[config.mk]
export PLATFORM = sky130hd
export DESIGN_NAME = lsu_mem_ctrl_flat
export DESIGN_NICKNAME = d
export VERILOG_FILES = /design/src/rtl/lsu_mem_ctrl_if.sv /design/src/rtl/lsu_mem_ctrl.sv /design/src/flat_wrapper.sv
export SDC_FILE = /design/constraint.sdc
export NUM_CORES = 1
export LEC_CHECK = 0
export CAP_MARGIN = 20
export CORE_ASPECT_RATIO = 0.6
export CORE_MARGIN = 2
export CORE_UTILIZATION = 43
export DETAILED_ROUTE_END_ITERATION = 10
export PLACE_DENSITY = 0.8
export SLEW_MARGIN = 20
export SYNTH_ARGS = -nofsm -noshare
export SYNTH_HDL_FRONTEND = slang
export SYNTH_SLANG_ARGS = --single-unit
[constraint.sdc]
create_clock -name clk -period 4.85 [get_ports clk]
set_input_delay 0.97 -clock clk [delete_from_list [all_inputs] [get_ports clk]]
set_output_delay 0.97 -clock clk [all_outputs]
set_load 0.005 [all_outputs]
[src/rtl/lsu_mem_ctrl_if.sv]
// Execute-side request and data-memory port bundle for the load/store unit.
// master = execute stage plus memory model, slave = the LSU itself.
interface lsu_mem_ctrl_if #(
  parameter int ADDR_W = 32,
  parameter int DATA_W = 32
);
  logic              req_valid;
  logic              req_ready;
  logic              load;
  logic              store;
  logic [7:0]        op_PMEM;
  logic [1:0]        op_load_sext;
  logic [ADDR_W-1:0] addr;
  logic [DATA_W-1:0] wdata;
  logic              mem_req_valid;
  logic              mem_req_ready;
  logic              mem_wen;
  logic [ADDR_W-1:0] mem_addr;
  logic [DATA_W-1:0] mem_wdata;
  logic [3:0]        mem_wmask;
  logic              mem_rsp_valid;
  logic [DATA_W-1:0] mem_rdata;
  logic              rsp_valid;
  logic [DATA_W-1:0] rdata;
  logic              err;

  modport master (
    output req_valid, load, store, op_PMEM, op_load_sext,
    output addr, wdata, mem_req_ready, mem_rsp_valid, mem_rdata,
    input  req_ready, mem_req_valid, mem_wen, mem_addr,
    input  mem_wdata, mem_wmask, rsp_valid, rdata, err
  );

  modport slave (
    input  req_valid, load, store, op_PMEM, op_load_sext,
    input  addr, wdata, mem_req_ready, mem_rsp_valid, mem_rdata,
    output req_ready, mem_req_valid, mem_wen, mem_addr,
    output mem_wdata, mem_wmask, rsp_valid, rdata, err
  );
endinterface

[src/rtl/lsu_mem_ctrl.sv]
// Load/store unit: aligns the access, drives one memory request,
// and returns extended load data with a single-cycle done pulse.
module lsu_mem_ctrl #(
  parameter int ADDR_W = 32,
  parameter int DATA_W = 32
) (
  input logic           clk,
  input logic           rst,
  lsu_mem_ctrl_if.slave bus
);

  localparam logic [1:0] S_IDLE = 2'd0;
  localparam logic [1:0] S_REQ  = 2'd1;
  localparam logic [1:0] S_WAIT = 2'd2;
  localparam logic [1:0] S_DONE = 2'd3;

  localparam logic [1:0] SZ_B = 2'd0;
  localparam logic [1:0] SZ_H = 2'd1;
  localparam logic [1:0] SZ_W = 2'd2;

  logic [1:0]        state_q, state_d;
  logic [1:0]        size_q, size_d;
  logic [1:0]        sext_q;
  logic [1:0]        off_q;
  logic              wen_q;
  logic [ADDR_W-1:0] addr_q;
  logic [DATA_W-1:0] wdata_q;
  logic [3:0]        wmask_q;
  logic [DATA_W-1:0] rdata_q;
  logic              err_q;

  logic              legal;
  logic              misal;
  logic              bad;
  logic              accept;
  logic              sgn;
  logic [DATA_W-1:0] sh;
  logic [DATA_W-1:0] ext;

  always_comb begin
    size_d = SZ_B;
    legal  = 1'b1;
    case (bus.op_PMEM)
      8'h01:   size_d = SZ_B;
      8'h03:   size_d = SZ_H;
      8'h0f:   size_d = SZ_W;
      default: legal  = 1'b0;
    endcase
  end

  assign misal  = (size_d == SZ_H && bus.addr[0])
               || (size_d == SZ_W && bus.addr[1:0] != 2'b00);
  assign bad    = !legal || (bus.load && bus.store) || misal;
  assign accept = (state_q == S_IDLE) && bus.req_valid
               && (bus.load || bus.store);

  always_comb begin
    state_d = state_q;
    case (state_q)
      S_IDLE: if (accept) state_d = bad ? S_DONE : S_REQ;
      S_REQ:  if (bus.mem_req_ready) state_d = S_WAIT;
      S_WAIT: if (bus.mem_rsp_valid) state_d = S_DONE;
      S_DONE: state_d = S_IDLE;
      default: state_d = S_IDLE;
    endcase
  end

  // Extraction uses the latched offset, not the live address.
  always_comb begin
    sh  = bus.mem_rdata >> {off_q, 3'b000};
    sgn = (size_q == SZ_B && sext_q == 2'b01)
       || (size_q == SZ_H && sext_q == 2'b10);
    ext = sh;
    case (size_q)
      SZ_B: ext = {{(DATA_W-8){sgn & sh[7]}}, sh[7:0]};
      SZ_H: ext = {{(DATA_W-16){sgn & sh[15]}}, sh[15:0]};
      default: ext = sh;
    endcase
  end

  always_ff @(posedge clk or posedge rst) begin
    if (rst) begin
      state_q <= S_IDLE;
      size_q  <= SZ_B;
      sext_q  <= '0;
      off_q   <= '0;
      wen_q   <= 1'b0;
      addr_q  <= '0;
      wdata_q <= '0;
      wmask_q <= '0;
      rdata_q <= '0;
      err_q   <= 1'b0;
    end else begin
      state_q <= state_d;
      if (accept) begin
        size_q  <= size_d;
        sext_q  <= bus.op_load_sext;
        off_q   <= bus.addr[1:0];
        wen_q   <= bus.store;
        addr_q  <= {bus.addr[ADDR_W-1:2], 2'b00};
        wdata_q <= bus.wdata << {bus.addr[1:0], 3'b000};
        wmask_q <= bus.store ? (bus.op_PMEM[3:0] << bus.addr[1:0])
                             : 4'b0000;
        err_q   <= bad;
        if (bad) rdata_q <= '0;
      end
      if (state_q == S_WAIT && bus.mem_rsp_valid)
        rdata_q <= wen_q ? '0 : ext;
    end
  end

  assign bus.req_ready     = (state_q == S_IDLE);
  assign bus.mem_req_valid = (state_q == S_REQ);
  assign bus.mem_wen       = wen_q;
  assign bus.mem_addr      = addr_q;
  assign bus.mem_wdata     = wdata_q;
  assign bus.mem_wmask     = wmask_q;
  assign bus.rsp_valid     = (state_q == S_DONE);
  assign bus.rdata         = rdata_q;
  assign bus.err           = err_q;

endmodule

[src/flat_wrapper.sv]
// flat-port wrapper written by rule: the top's interface ports become plain ports
module lsu_mem_ctrl_flat 
#(
  parameter int ADDR_W = 32,
  parameter int DATA_W = 32
)
  (clk, rst, bus_req_valid, bus_load, bus_store, bus_op_PMEM, bus_op_load_sext, bus_addr, bus_wdata, bus_mem_req_ready, bus_mem_rsp_valid, bus_mem_rdata, bus_req_ready, bus_mem_req_valid, bus_mem_wen, bus_mem_addr, bus_mem_wdata, bus_mem_wmask, bus_rsp_valid, bus_rdata, bus_err);
  lsu_mem_ctrl_if #(.ADDR_W(ADDR_W), .DATA_W(DATA_W)) bus_i ();
  input logic clk;
  input logic rst;
  input wire logic [$bits(bus_i.req_valid)-1:0] bus_req_valid;
  input wire logic [$bits(bus_i.load)-1:0] bus_load;
  input wire logic [$bits(bus_i.store)-1:0] bus_store;
  input wire logic [$bits(bus_i.op_PMEM)-1:0] bus_op_PMEM;
  input wire logic [$bits(bus_i.op_load_sext)-1:0] bus_op_load_sext;
  input wire logic [$bits(bus_i.addr)-1:0] bus_addr;
  input wire logic [$bits(bus_i.wdata)-1:0] bus_wdata;
  input wire logic [$bits(bus_i.mem_req_ready)-1:0] bus_mem_req_ready;
  input wire logic [$bits(bus_i.mem_rsp_valid)-1:0] bus_mem_rsp_valid;
  input wire logic [$bits(bus_i.mem_rdata)-1:0] bus_mem_rdata;
  output wire logic [$bits(bus_i.req_ready)-1:0] bus_req_ready;
  output wire logic [$bits(bus_i.mem_req_valid)-1:0] bus_mem_req_valid;
  output wire logic [$bits(bus_i.mem_wen)-1:0] bus_mem_wen;
  output wire logic [$bits(bus_i.mem_addr)-1:0] bus_mem_addr;
  output wire logic [$bits(bus_i.mem_wdata)-1:0] bus_mem_wdata;
  output wire logic [$bits(bus_i.mem_wmask)-1:0] bus_mem_wmask;
  output wire logic [$bits(bus_i.rsp_valid)-1:0] bus_rsp_valid;
  output wire logic [$bits(bus_i.rdata)-1:0] bus_rdata;
  output wire logic [$bits(bus_i.err)-1:0] bus_err;
  assign bus_i.req_valid = bus_req_valid;
  assign bus_i.load = bus_load;
  assign bus_i.store = bus_store;
  assign bus_i.op_PMEM = bus_op_PMEM;
  assign bus_i.op_load_sext = bus_op_load_sext;
  assign bus_i.addr = bus_addr;
  assign bus_i.wdata = bus_wdata;
  assign bus_i.mem_req_ready = bus_mem_req_ready;
  assign bus_i.mem_rsp_valid = bus_mem_rsp_valid;
  assign bus_i.mem_rdata = bus_mem_rdata;
  assign bus_req_ready = bus_i.req_ready;
  assign bus_mem_req_valid = bus_i.mem_req_valid;
  assign bus_mem_wen = bus_i.mem_wen;
  assign bus_mem_addr = bus_i.mem_addr;
  assign bus_mem_wdata = bus_i.mem_wdata;
  assign bus_mem_wmask = bus_i.mem_wmask;
  assign bus_rsp_valid = bus_i.rsp_valid;
  assign bus_rdata = bus_i.rdata;
  assign bus_err = bus_i.err;
  lsu_mem_ctrl #(.ADDR_W(ADDR_W), .DATA_W(DATA_W)) u_core (.clk(clk), .rst(rst), .bus(bus_i));
endmodule
==> results of run 1 <==
-- worst reg2reg max path: cells and delay by family (launching register included) --
kind	cells	cell delay (ns)
fa+ha+maj	1	0.26
compound gates	4	0.72
buf+inv	2	0.95
flops	1	0.43
-- final cells by class --
type                            instances  area (um2)
Tap cell                              165         206
Fill cell                             911        4210
Multi-Input combinational cell        324        2350
Clock buffer                           11         253
Sequential cell                       108        2700
Clock inverter                          5        36.3
Timing Repair Buffer                  222        2200
Inverter                                7        28.8
-- stage by stage --
step / cells / hold WS, ns
after floorplan: 482 / 0.457
after global placement: 826 / 0.463
after detailed placement: 826 / 0.466
after CTS: 842 / 0.481
after global routing: 842 / 0.501
final: 842 / 0.479
-- flip-flops by register name, indices dropped and copies added, names as in the netlist --
register              flops
u_core.off_q              2
u_core.sext_q             2
u_core.bus.err            1
u_core.bus.mem_wdata     32
u_core.bus.mem_wmask      4
u_core.bus.mem_wen        1
u_core.size_q             2
u_core.state_q            2
u_core.bus.mem_addr      30
u_core.bus.rdata         32
-- placed cells by master (no fill, tap or decap), types with 2 or more instances in the layout --
master,synthesis,routed
sky130_fd_sc_hd__o2bb2ai_1,15,15
sky130_fd_sc_hd__inv_1,7,6
sky130_fd_sc_hd__or2_2,2,2
sky130_fd_sc_hd__nor2b_1,17,17
sky130_fd_sc_hd__clkdlybuf4s50_1,0,215
sky130_fd_sc_hd__nand2_1,62,62
sky130_fd_sc_hd__dfrtp_1,108,108
sky130_fd_sc_hd__o21ai_0,31,31
sky130_fd_sc_hd__buf_4,2,7
sky130_fd_sc_hd__nand3_1,2,2
sky130_fd_sc_hd__clkinvlp_4,0,3
sky130_fd_sc_hd__o31ai_1,10,10
sky130_fd_sc_hd__mux2i_1,35,35
sky130_fd_sc_hd__conb_1,1,2
sky130_fd_sc_hd__a32o_1,15,15
sky130_fd_sc_hd__clkbuf_8,0,2
sky130_fd_sc_hd__a21oi_1,33,33
sky130_fd_sc_hd__ha_1,5,5
sky130_fd_sc_hd__a22o_1,10,10
sky130_fd_sc_hd__a211o_1,7,7
sky130_fd_sc_hd__a211oi_1,8,8
sky130_fd_sc_hd__clkbuf_16,0,9
sky130_fd_sc_hd__nor2_1,14,13
sky130_fd_sc_hd__mux2_2,43,43
-- worst max-delay path by stage --
| stage | startpoint | to | slack, ns | depth (start not counted) |
|---|---|---|---|---|
| 2_1_floorplan | rst | u_core.bus.err$_DFFE_PP0P_ | 1.03 | 1 |
| 3_3_place_gp | bus_addr[1] | u_core.bus.rdata[26]$_DFFE_PP0P_ | 1.44 | 6 |
| 3_5_place_dp | bus_addr[1] | u_core.bus.rdata[29]$_DFFE_PP0P_ | 1.38 | 6 |
| 4_1_cts | bus_addr[1] | u_core.bus.rdata[29]$_DFFE_PP0P_ | 1.74 | 6 |
| 5_1_grt | bus_store | u_core.state_q[0]$_DFFE_PP0P_ | 1.86 | 6 |
| 6_report | bus_addr[1] | u_core.bus.rdata[29]$_DFFE_PP0P_ | 1.96 | 6 |
-- layer usage --
layer  up-vias  routed length [um]  global-route usage, %
li1       2120                   -                      -
met1      2220                6740                   31.5
met2       194                6970                   35.9
met3        22                1210                   6.33
met4         0                 175                   4.85
met5         -                   0                      0
-- power by group through the flow --
stage | Clock [mW] | Sequential (mW) | Combinational, mW
2_1_floorplan | 0 | 1.56 | 0.872
3_3_place_gp | 0 | 1.54 | 1.96
3_5_place_dp | 0 | 1.56 | 2.03
4_1_cts | 0.724 | 1.55 | 2.04
5_1_grt | 0.751 | 1.60 | 2.20
6_report | 0.705 | 1.55 | 2.03
-- cells by family (layout without fill, tap and decap cells) --
kind of cell             Yosys count  after routing  synth area share (%)
buffers and inverters             50            245                  3.94
other                              1              2                0.0715
flip-flops                       108            108                  51.6
AND/OR/NAND/NOR                  101            101                  8.54
AO/OA/AOI/OAI                    137            137                  18.4
multiplexers                      79             79                  16.3
adder cells (fa/ha/maj)            5              5                  1.19
==> reports/summary.md, run 1 <==
- destination of the worst register-to-register timing path: u_core.state_q[0]$_DFFE_PP0P_
- most instantiated library cell after synthesis: sky130_fd_sc_hd__dfrtp_1
- drt wl/cell: 17.9 um
- hold buffer count at cts: 0
- num ports: 218
- post-synth top area cell: sky130_fd_sc_hd__dfrtp_1
- clock tree skew after final layout: 0.00687 ns
- core area: 0.0120 mm2
- netlist area before placement: 0.00524 mm2
- initial antenna violation count: 0
- wire length after detailed routing: 15100 um
- clock share of power: 16.4%
- transition at the pin with the smallest max-transition slack: 1.07 ns
- maximum number of pins on one net before global-route repair: 104
- Synth Instances: 481
- CP Class: in2reg
- max-cap viol count: 0
- share of flip-flops with an asynchronous set or reset: 100%
- sequence of cells on the critical path: clkdlybuf4s50_1 -> buf_4 -> and4b_1 -> o2111a_1 -> o21a_2 -> a22o_1
- Hold Violations, Final: 0
- power density over the cells: 551 mW/mm2
- post-detailed-placement cell area: 0.00748 mm2
- setup repair after global routing missed its margin: no
- share of the yosys chip area belonging to registers: 51.6%
- clock root buffer: sky130_fd_sc_hd__clkbuf_16
- sort of element at the start of the critical path: primary input
- Final period util: 59.5%
- register bit total from synthesis: 108
- Max Fclk: 346 MHz
- Clock H-tree levels: 3
- final standard cell area without fillers: 0.00778 mm2
- number of rows in the core area: 31
- TritonCTS sink count: 108
- Post-synth EDFFs: 0
- number of cells traversed by the worst register-to-register path: 7
- count of inserted antenna diode cells: 0
- P_sw: 1.39 mW
- leakage power: 3.29 nW
- status: complete, no violations
- warning count from the yosys run: 0
- Die ar.: 0.0131 mm2
- number of port buffers: 215
- critical hold path startpoint: u_core.bus.mem_wdata[11]$_DFFE_PP0P_
- antenna-violating nets left: 0
- Slew Limit Fails: 0
- Clock transition at path regs: 0.07 ns
- clock tree from TritonCTS: done
- power after layout: 4.29 mW
- placer congestion estimate: 0.887
- headroom to the max-slew limit: 28.8%
- crit-path max cell delay: 0.46 ns
- Layout Utilization: 64.9%
- Overflow after GRT: 0
- Final TNS setup: 0 ns
- end point of the most critical hold path: u_core.bus.mem_wdata[11]$_DFFE_PP0P_
- Internal Dissipation: 2.89 mW
- maximum count of clock buffers along a single path: 2
- share of final-layout standard cells stronger than drive strength 1: 10.9%
- Die Y-Extent: 89.5 um
- nets: 790
- total clock buffers created by CTS: 9
- worst path bufs/invs: 2
- critical path data required time: 5.07 ns
- internal reg-to-reg setup slack: 2.37 ns
- global-route wire length before repair: 23200 um
- DRT Pass-1 Iters: 5
- critical register-to-register path startpoint: u_core.state_q[0]$_DFFE_PP0P_
- Total GRT Usage: 22.6%
- most numerous cell types in the synthesized netlist: 108 x sky130_fd_sc_hd__dfrtp_1, 62 x sky130_fd_sc_hd__nand2_1, 43 x sky130_fd_sc_hd__mux2_2
- Final HPWL DP: 11300 um
- proportion of total power due to net switching: 32.5%
- number of vias per cell: 5.41
- post-synth cell types: 37
- critical-path maximum fanout: 39
- DRT iter0 DRCs: 332
- vias in the first global route: 4399
- post-cts resize count: 0
- register share of total power: 36.1%
- Synth-to-Final Area Change: 48.4%
- final setup violation count: 0
- library cell contributing the largest single delay on the critical path: sky130_fd_sc_hd__clkdlybuf4s50_1
- Hold Crit Depth: 2
- maximum vdd drop: 0.290 mV
- average cell area after synthesis: 10.9 um2
- horizontal extent of the die: 147 um
- Post CTS Setup Buffer Count: 0
- data arrival time of the critical path: 3.11 ns
- fin worst setup slack: 1.96 ns
- cell types occupying the most area after synthesis: sky130_fd_sc_hd__dfrtp_1 52%, sky130_fd_sc_hd__mux2_2 9.2%, sky130_fd_sc_hd__mux2i_1 6.7%, sky130_fd_sc_hd__nand2_1 4.4%, sky130_fd_sc_hd__a21oi_1 3.2%
- min cycle time layout: 2.89 ns
- area fraction of the dominant cell type after synthesis: 51.6%
- worst-skew pair later-pin latency: 0.34 ns
- via total after detailed routing: 4556
- class of the tightest hold or removal check: reg2reg
- kind of cell adding the most delay to the critical path: compound AO/OA/AOI/OAI gates
- pre-CTS setup slack: 1.38 ns
- number of design rule violations left after detail routing: 0
- top flip-flop cell by instance count after synthesis: sky130_fd_sc_hd__dfrtp_1
- Setup crit end kind: flip-flop
- Gate power share: 47.4%
- initial core utilization: 43.7%
(Power assumes the default switching activity.)
==> inputs of run 2 (changes only) <==
--- a/config.mk
+++ b/config.mk
@@ -8,9 +8,9 @@
 export CAP_MARGIN = 20
 export CORE_ASPECT_RATIO = 0.6
 export CORE_MARGIN = 2
-export CORE_UTILIZATION = 43
+export CORE_UTILIZATION = 39
 export DETAILED_ROUTE_END_ITERATION = 10
-export PLACE_DENSITY = 0.8
+export PLACE_DENSITY = 0.77
 export SLEW_MARGIN = 20
 export SYNTH_ARGS = -nofsm -noshare
 export SYNTH_HDL_FRONTEND = slang
==> constraint.sdc (replaced) <==
create_clock -name clk -period 2.4 [get_ports clk]
set_input_delay 0.48 -clock clk [delete_from_list [all_inputs] [get_ports clk]]
set_output_delay 0.48 -clock clk [all_outputs]
set_load 0.005 [all_outputs]
==> run 2 against run 1 <==
Against the previous run:
- count of clock-buffer cells in the layout decreased by 1
- wire length up 5.1%
- combinational power rose by 110%
- cell count up 2.5%
- setup slack got worse by 1.7 ns
- clock skew is 0.0014 ns higher
- critical endpoint is now bus_req_ready
==> reports/summary.md, run 2 (synthesized netlist as in run 1, its figures left out) <==
- Final HPWL DP: 12300 um, was 11300 um
- horizontal extent of the die: 154 um, was 147 um
- worst-skew pair later-pin latency: 0.35 ns, was 0.34 ns
- P_sw: 2.91 mW, was 1.39 mW
- Fin Hold WS: 0.476 ns, was 0.479 ns
- register share of total power: 36.0%, was 36.1%
- power after layout: 8.84 mW, was 4.29 mW
- nets: 806, was 790
- core area: 0.0130 mm2, was 0.0120 mm2
- critical register-to-register path startpoint: u_core.off_q[1]$_DFFE_PP0P_, was u_core.state_q[0]$_DFFE_PP0P_
- class of the tightest hold or removal check: in2async, was reg2reg
- Final period util: 90.6%
- number of rows in the core area: 32, was 31
- number of cells traversed by the worst register-to-register path: 5, was 7
- number of vias per cell: 5.31, was 5.41
- Die Y-Extent: 93.8 um, was 89.5 um
- area taken by multi-input logic gates: 0.00234 mm2, was 0.00235 mm2
- min cycle time layout: 2.17 ns
- num ports: 218, unchanged
- Clock transition at path regs: 0.08 ns, was 0.07 ns
- Clock H-tree levels: 3, unchanged
- Die ar.: 0.0144 mm2, was 0.0131 mm2
- placed cells: 847, was 826
- critical path data required time: 1.92 ns, was 5.07 ns
- area occupied by registers: 0.00270 mm2, unchanged
- clock tree from TritonCTS: done, unchanged
- clock tree skew after final layout: 0.00829 ns, was 0.00687 ns
- maximum vdd drop: 0.538 mV, was 0.290 mV
- TritonCTS sink count: 108, unchanged
- number of port buffers: 215, unchanged
- Internal Dissipation: 5.93 mW, was 2.89 mW
- vias in the first global route: 4550, was 4399
- via total after detailed routing: 4584, was 4556
- data arrival time of the critical path: 1.69 ns, was 3.11 ns
- number of design rule violations left after detail routing: 0, unchanged
- clock root buffer: sky130_fd_sc_hd__clkbuf_16, unchanged
- max-cap viol count: 0, unchanged
- proportion of total power due to net switching: 32.9%, was 32.5%
- commonest cells after routing, fill and taps aside: 215 x sky130_fd_sc_hd__clkdlybuf4s50_1, 108 x sky130_fd_sc_hd__dfrtp_1, 62 x sky130_fd_sc_hd__nand2_1, 43 x sky130_fd_sc_hd__mux2_2, 35 x sky130_fd_sc_hd__mux2i_1, unchanged
- Post CTS Setup Buffer Count: 0, unchanged
- count of inserted antenna diode cells: 0, unchanged
- Synth-to-Final Area Change: 52.2%, was 48.4%
- power density over the cells: 1110 mW/mm2, was 551 mW/mm2
- antenna-violating nets left: 0, unchanged
- commonest non-fill, non-tap cell in the layout: sky130_fd_sc_hd__clkdlybuf4s50_1, unchanged
- Total GRT Usage: 22.1%, was 22.6%
- final setup violation count: 0, unchanged
- critical-path maximum fanout: 4, was 39
- global-route wire length before repair: 24800 um, was 23200 um
- maximum number of pins on one net before global-route repair: 67, was 104
- DRT Pass-1 Iters: 5, unchanged
- destination of the worst register-to-register timing path: u_core.bus.rdata[18]$_DFFE_PP0P_, was u_core.state_q[0]$_DFFE_PP0P_
- Slew Limit Fails: 0, unchanged
- pre-CTS setup slack: 0.0594 ns, was 1.38 ns
- status: complete, no violations, unchanged
- Max Fclk: 460 MHz
- fin worst setup slack: 0.226 ns, was 1.96 ns
- DRT iter0 DRCs: 242, was 332
- CP Class: reg2out, was in2reg
- kind of cell adding the most delay to the critical path: buffers and inverters, was compound AO/OA/AOI/OAI gates
- initial antenna violation count: 0, unchanged
- drt wl/cell: 18.4 um, was 17.9 um
- final cell count without fillers: 863, was 842
- initial core utilization: 40.4%, was 43.7%
- Hold Violations, Final: 0, unchanged
- wire length after detailed routing: 15900 um, was 15100 um
- Final TNS setup: 0 ns, unchanged
- placer congestion estimate: 0.915, was 0.887
- headroom to the max-slew limit: 55.6%, was 28.8%
- transition at the pin with the smallest max-transition slack: 0.665 ns, was 1.07 ns
- leakage power: 3.40 nW, was 3.29 nW
- library cell contributing the largest single delay on the critical path: sky130_fd_sc_hd__clkdlybuf4s50_1, unchanged
- share of final-layout standard cells stronger than drive strength 1: 12.6%, was 10.9%
- setup repair after global routing missed its margin: no, unchanged
- sequence of cells on the critical path: inv_1 -> ha_1 -> clkdlybuf4s50_1, was clkdlybuf4s50_1 -> buf_4 -> and4b_1 -> o2111a_1 -> o21a_2 -> a22o_1
- hold buffer count at cts: 0, unchanged
- Overflow after GRT: 0, unchanged
- worst path bufs/invs: 2, unchanged
- maximum count of clock buffers along a single path: 2, unchanged
- sort of element at the start of the critical path: flip-flop, was primary input
- internal reg-to-reg setup slack: 0.41 ns, was 2.37 ns
- total clock buffers created by CTS: 9, unchanged
- Setup crit end kind: output pin, was flip-flop
- crit-path max cell delay: 0.53 ns, was 0.46 ns
- Gate power share: 47.5%, was 47.4%
- number of fill cells: 1058, was 911
- clock share of power: 16.5%, was 16.4%
- post-cts resize count: 0, unchanged
## run 2: cell types whose count changed in the layout (fill, tap and decap cells not counted), sizes merged
cell      change
buf          +16
clkinv        +1
inv           +1
clkinvlp      -1
clkbuf        -1
## run 2: worst register-to-register path, stage by stage, from the launching register on
cell,delay [ns]
sky130_fd_sc_hd__dfrtp_1,0.41
sky130_fd_sc_hd__buf_4,0.38
sky130_fd_sc_hd__mux2i_1,0.22
sky130_fd_sc_hd__o21ai_0,0.14
sky130_fd_sc_hd__a211o_4,0.47
sky130_fd_sc_hd__a32o_1,0.26
## run 2: layout make-up
type | instances | share of cell area [%]
flip-flops and latches | 108 | 33.9
well taps | 170 | 2.67
multi-input cells | 324 | 29.3
clock buffers | 10 | 3.00
clock inverters | 6 | 0.706
repair buffers | 238 | 30.1
inverters | 7 | 0.376
## run 2: worst max-delay path by stage
stage / from / end / slack [ns] / cells past startpoint
2_1_floorplan: u_core.off_q[1]$_DFFE_PP0P_ / u_core.bus.rdata[16]$_DFFE_PP0P_ / 0.38 / 7
3_3_place_gp: bus_addr[1] / u_core.bus.mem_wdata[24]$_DFFE_PP0P_ / 0.07 / 5
3_5_place_dp: bus_mem_rdata[23] / u_core.bus.rdata[18]$_DFFE_PP0P_ / 0.06 / 5
4_1_cts: u_core.state_q[1]$_DFFE_PP0P_ / bus_req_ready / 0.22 / 3
5_1_grt: u_core.state_q[1]$_DFFE_PP0P_ / bus_req_ready / 0.17 / 3
6_report: u_core.state_q[1]$_DFFE_PP0P_ / bus_req_ready / 0.23 / 3
## run 2: power by group through the flow
stage | Clock, mW | Sequential (mW) | Combinational, mW
6_report | 1.46 | 3.18 | 4.20
3_3_place_gp | 0 | 3.16 | 4.11
2_1_floorplan | 0 | 3.15 | 1.76
4_1_cts | 1.50 | 3.18 | 4.22
5_1_grt | 1.58 | 3.28 | 4.53
3_5_place_dp | 0 | 3.20 | 4.19
## run 2: per-stage QoR
step / utilization, % / instance area [um2]
finish: 61.5 / 7980
detailed placement: 59.2 / 7680
global route: 61.5 / 7980
floorplan: - / 5250
CTS: 61.5 / 7980
global placement: 59.2 / 7680
## run 2: per-layer routing
metal	share of wire, %	track usage [%]
met1	48	32.9
met2	42	31.4
met3	8.2	7.06
met4	1.0	4.43
met5	0	0
==> inputs of run 3 (changes only) <==
--- a/config.mk
+++ b/config.mk
@@ -10,6 +10,7 @@
 export CORE_MARGIN = 2
 export CORE_UTILIZATION = 39
 export DETAILED_ROUTE_END_ITERATION = 10
+export GPL_TIMING_DRIVEN = 0
 export PLACE_DENSITY = 0.77
 export SLEW_MARGIN = 20
 export SYNTH_ARGS = -nofsm -noshare
==> run 3 against run 2 <==
Against the previous run:
- cell area increased by 0.44%
- core utilization increased by 0.27 points
- cell count increased by 2.5%
- global-route usage increased by 2.1 points
- total power increased by 2.0%
- non-clock buffer count increased by 22
- highest routed layer unchanged
- first-iteration DRC count increased by 28%
- combinational power increased by 3%
- sequential cell count unchanged
- sequential power decreased by 2%
- sequential share of layout area decreased by 0.15 points
- largest power group unchanged
==> reports/summary.md, run 3 (synthesized netlist as in run 1, its figures left out) <==
- CP Class: in2reg, was reg2out
- maximum vdd drop: 0.560 mV, was 0.538 mV
- critical hold path startpoint: u_core.bus.mem_wdata[10]$_DFFE_PP0P_
- clock tree from TritonCTS: done, unchanged
- min cycle time layout: 2.31 ns, was 2.17 ns
- TritonCTS sink count: 108, unchanged
- wire length after detailed routing: 17400 um, was 15900 um
- hold buffer count at cts: 0, unchanged
- transition at the pin with the smallest max-transition slack: 0.697 ns, was 0.665 ns
- placer congestion estimate: 0.992, was 0.915
- horizontal extent of the die: 154 um, unchanged
- clock root buffer: sky130_fd_sc_hd__clkbuf_16, unchanged
- num ports: 218, unchanged
- initial core utilization: 40.4%, unchanged
- vias in the first global route: 4880, was 4550
- max-cap viol count: 0, unchanged
- Post CTS Setup Buffer Count: 0, unchanged
- Max Fclk: 432 MHz, was 460 MHz
- Slew Limit Fails: 0, unchanged
- Setup crit end kind: flip-flop, was output pin
- headroom to the max-slew limit: 53.5%, was 55.6%
- maximum number of pins on one net before global-route repair: 36, was 67
- status: complete, no violations, unchanged
- data arrival time of the critical path: 2.55 ns, was 1.69 ns
- final standard cell area without fillers: 0.00801 mm2, was 0.00798 mm2
- post-detailed-placement cell area: 0.00767 mm2, was 0.00768 mm2
- global-route wire length before repair: 26900 um, was 24800 um
- commonest cells after routing, fill and taps aside: 214 x sky130_fd_sc_hd__clkdlybuf4s50_1, 108 x sky130_fd_sc_hd__dfrtp_1, 62 x sky130_fd_sc_hd__nand2_1, 43 x sky130_fd_sc_hd__mux2_2, 35 x sky130_fd_sc_hd__mux2i_1, was 215 x sky130_fd_sc_hd__clkdlybuf4s50_1, 108 x sky130_fd_sc_hd__dfrtp_1, 62 x sky130_fd_sc_hd__nand2_1, 43 x sky130_fd_sc_hd__mux2_2, 35 x sky130_fd_sc_hd__mux2i_1
- Layout Utilization: 61.8%, was 61.5%
- critical-path maximum fanout: 10, was 4
- drt wl/cell: 19.6 um, was 18.4 um
- Overflow after GRT: 0, unchanged
- critical path data required time: 2.64 ns, was 1.92 ns
- DRT iter0 DRCs: 309, was 242
- Clock H-tree levels: 3, unchanged
- Hold Violations, Final: 0, unchanged
- Total GRT Usage: 24.2%, was 22.1%
- initial antenna violation count: 0, unchanged
- maximum count of clock buffers along a single path: 2, unchanged
- via total after detailed routing: 4861, was 4584
- clock tree skew after final layout: 0.0113 ns, was 0.00829 ns
- nets: 828, was 806
- number of vias per cell: 5.49, was 5.31
- sort of element at the start of the critical path: primary input, was flip-flop
- number of rows in the core area: 32, unchanged
- class of the tightest hold or removal check: reg2reg, was in2async
- leakage power: 3.40 nW, about the same
- setup repair after global routing missed its margin: no, unchanged
- count of inserted antenna diode cells: 0, unchanged
- core area: 0.0130 mm2, unchanged
- antenna-violating nets left: 0, unchanged
- Final HPWL DP: 13700 um, was 12300 um
- share of final-layout standard cells stronger than drive strength 1: 11.9%, was 12.6%
- number of port buffers: 214, was 215
- total clock buffers created by CTS: 9, unchanged
- worst-skew pair later-pin latency: 0.35 ns, about the same
- final setup violation count: 0, unchanged
- number of design rule violations left after detail routing: 0, unchanged
- Clock transition at path regs: 0.08 ns, about the same
- Die ar.: 0.0144 mm2, unchanged
- critical register-to-register path startpoint: u_core.off_q[0]$_DFFE_PP0P_, was u_core.off_q[1]$_DFFE_PP0P_
- Final period util: 96.4%, was 90.6%
- commonest non-fill, non-tap cell in the layout: sky130_fd_sc_hd__clkdlybuf4s50_1, unchanged
- power density over the cells: 1130 mW/mm2, was 1110 mW/mm2
- Die Y-Extent: 93.8 um, unchanged
- DRT Pass-1 Iters: 5, unchanged
- Synth-to-Final Area Change: 52.8%, was 52.2%
- timing startpoint of the critical path: bus_addr[1], was u_core.state_q[1]$_DFFE_PP0P_
[run 3: final timing paths]
path	end	slack, ns	cells past startpoint
max	u_core.bus.mem_wdata[24]$_DFFE_PP0P_	0.09	6
min	u_core.bus.mem_wdata[10]$_DFFE_PP0P_	0.48	2
max reg2reg	u_core.bus.rdata[17]$_DFFE_PP0P_	0.10	5
min reg2reg	u_core.bus.mem_wdata[10]$_DFFE_PP0P_	0.48	2
max in group asynchronous	u_core.bus.mem_addr[22]$_DFFE_PP0P_	1.16	4
min in group asynchronous	u_core.bus.rdata[13]$_DFFE_PP0P_	0.52	2
[run 3: timing repair]
item,4_1_cts,5_1_grt
endpoints found under the hold margin,0,0
setup endpoints to repair,71,41
gates resized for setup,5,13
[run 3: final cells by class]
type / count / area [um2]
clock buffers: 11 / 253
inverters: 7 / 30.0
fillers: 1084 / 4960
repair buffers: 217 / 2210
clock inverters: 5 / 66.3
well taps: 170 / 213
plain buffers: 43 / 193
flip-flops and latches: 108 / 2700
multi-input cells: 324 / 2350
[run 3: layer usage]
| layer | up-vias | GRT usage (%) | part of all wire, % |
|---|---|---|---|
| li1 | 2190 | - | - |
| met5 | - | 0 | 0 |
| met4 | 0 | 4.97 | 1.3 |
| met3 | 24 | 7.93 | 9.2 |
| met2 | 248 | 35.7 | 43 |
| met1 | 2399 | 34.8 | 46 |
[run 3: critical path, stage by stage]
cell and delay (ns):
sky130_fd_sc_hd__clkdlybuf4s50_1 0.51, sky130_fd_sc_hd__clkbuf_1 0.36, sky130_fd_sc_hd__buf_2 0.39, sky130_fd_sc_hd__mux2i_1 0.40, sky130_fd_sc_hd__a21oi_1 0.13, sky130_fd_sc_hd__mux2_2 0.28
[run 3: per-stage QoR]
| stage | setup slack, ns | hold slack (ns) | power [mW] | TNS [ns] | instances |
|---|---|---|---|---|---|
| after detailed placement | -0.580 | 0.465 | 7.42 | -40.84 | 869 |
| after global routing | 0.00169 | 0.512 | 9.54 | 0 | 885 |
| after global placement | -0.564 | 0.463 | 7.25 | -78.92 | 866 |
| final | 0.0853 | 0.480 | 9.02 | 0 | 885 |
| after floorplan | 0.376 | 0.457 | 4.91 | 0 | 482 |
| after CTS | 0.00254 | 0.481 | 9.03 | 0 | 885 |
[run 3: power by group]
group	internal [mW]	leakage, nW	switching, mW
logic	2.50	1.86	1.82
clock network	0.880	0.154	0.692
registers	2.65	1.38	0.475
total	6.03	3.40	2.99
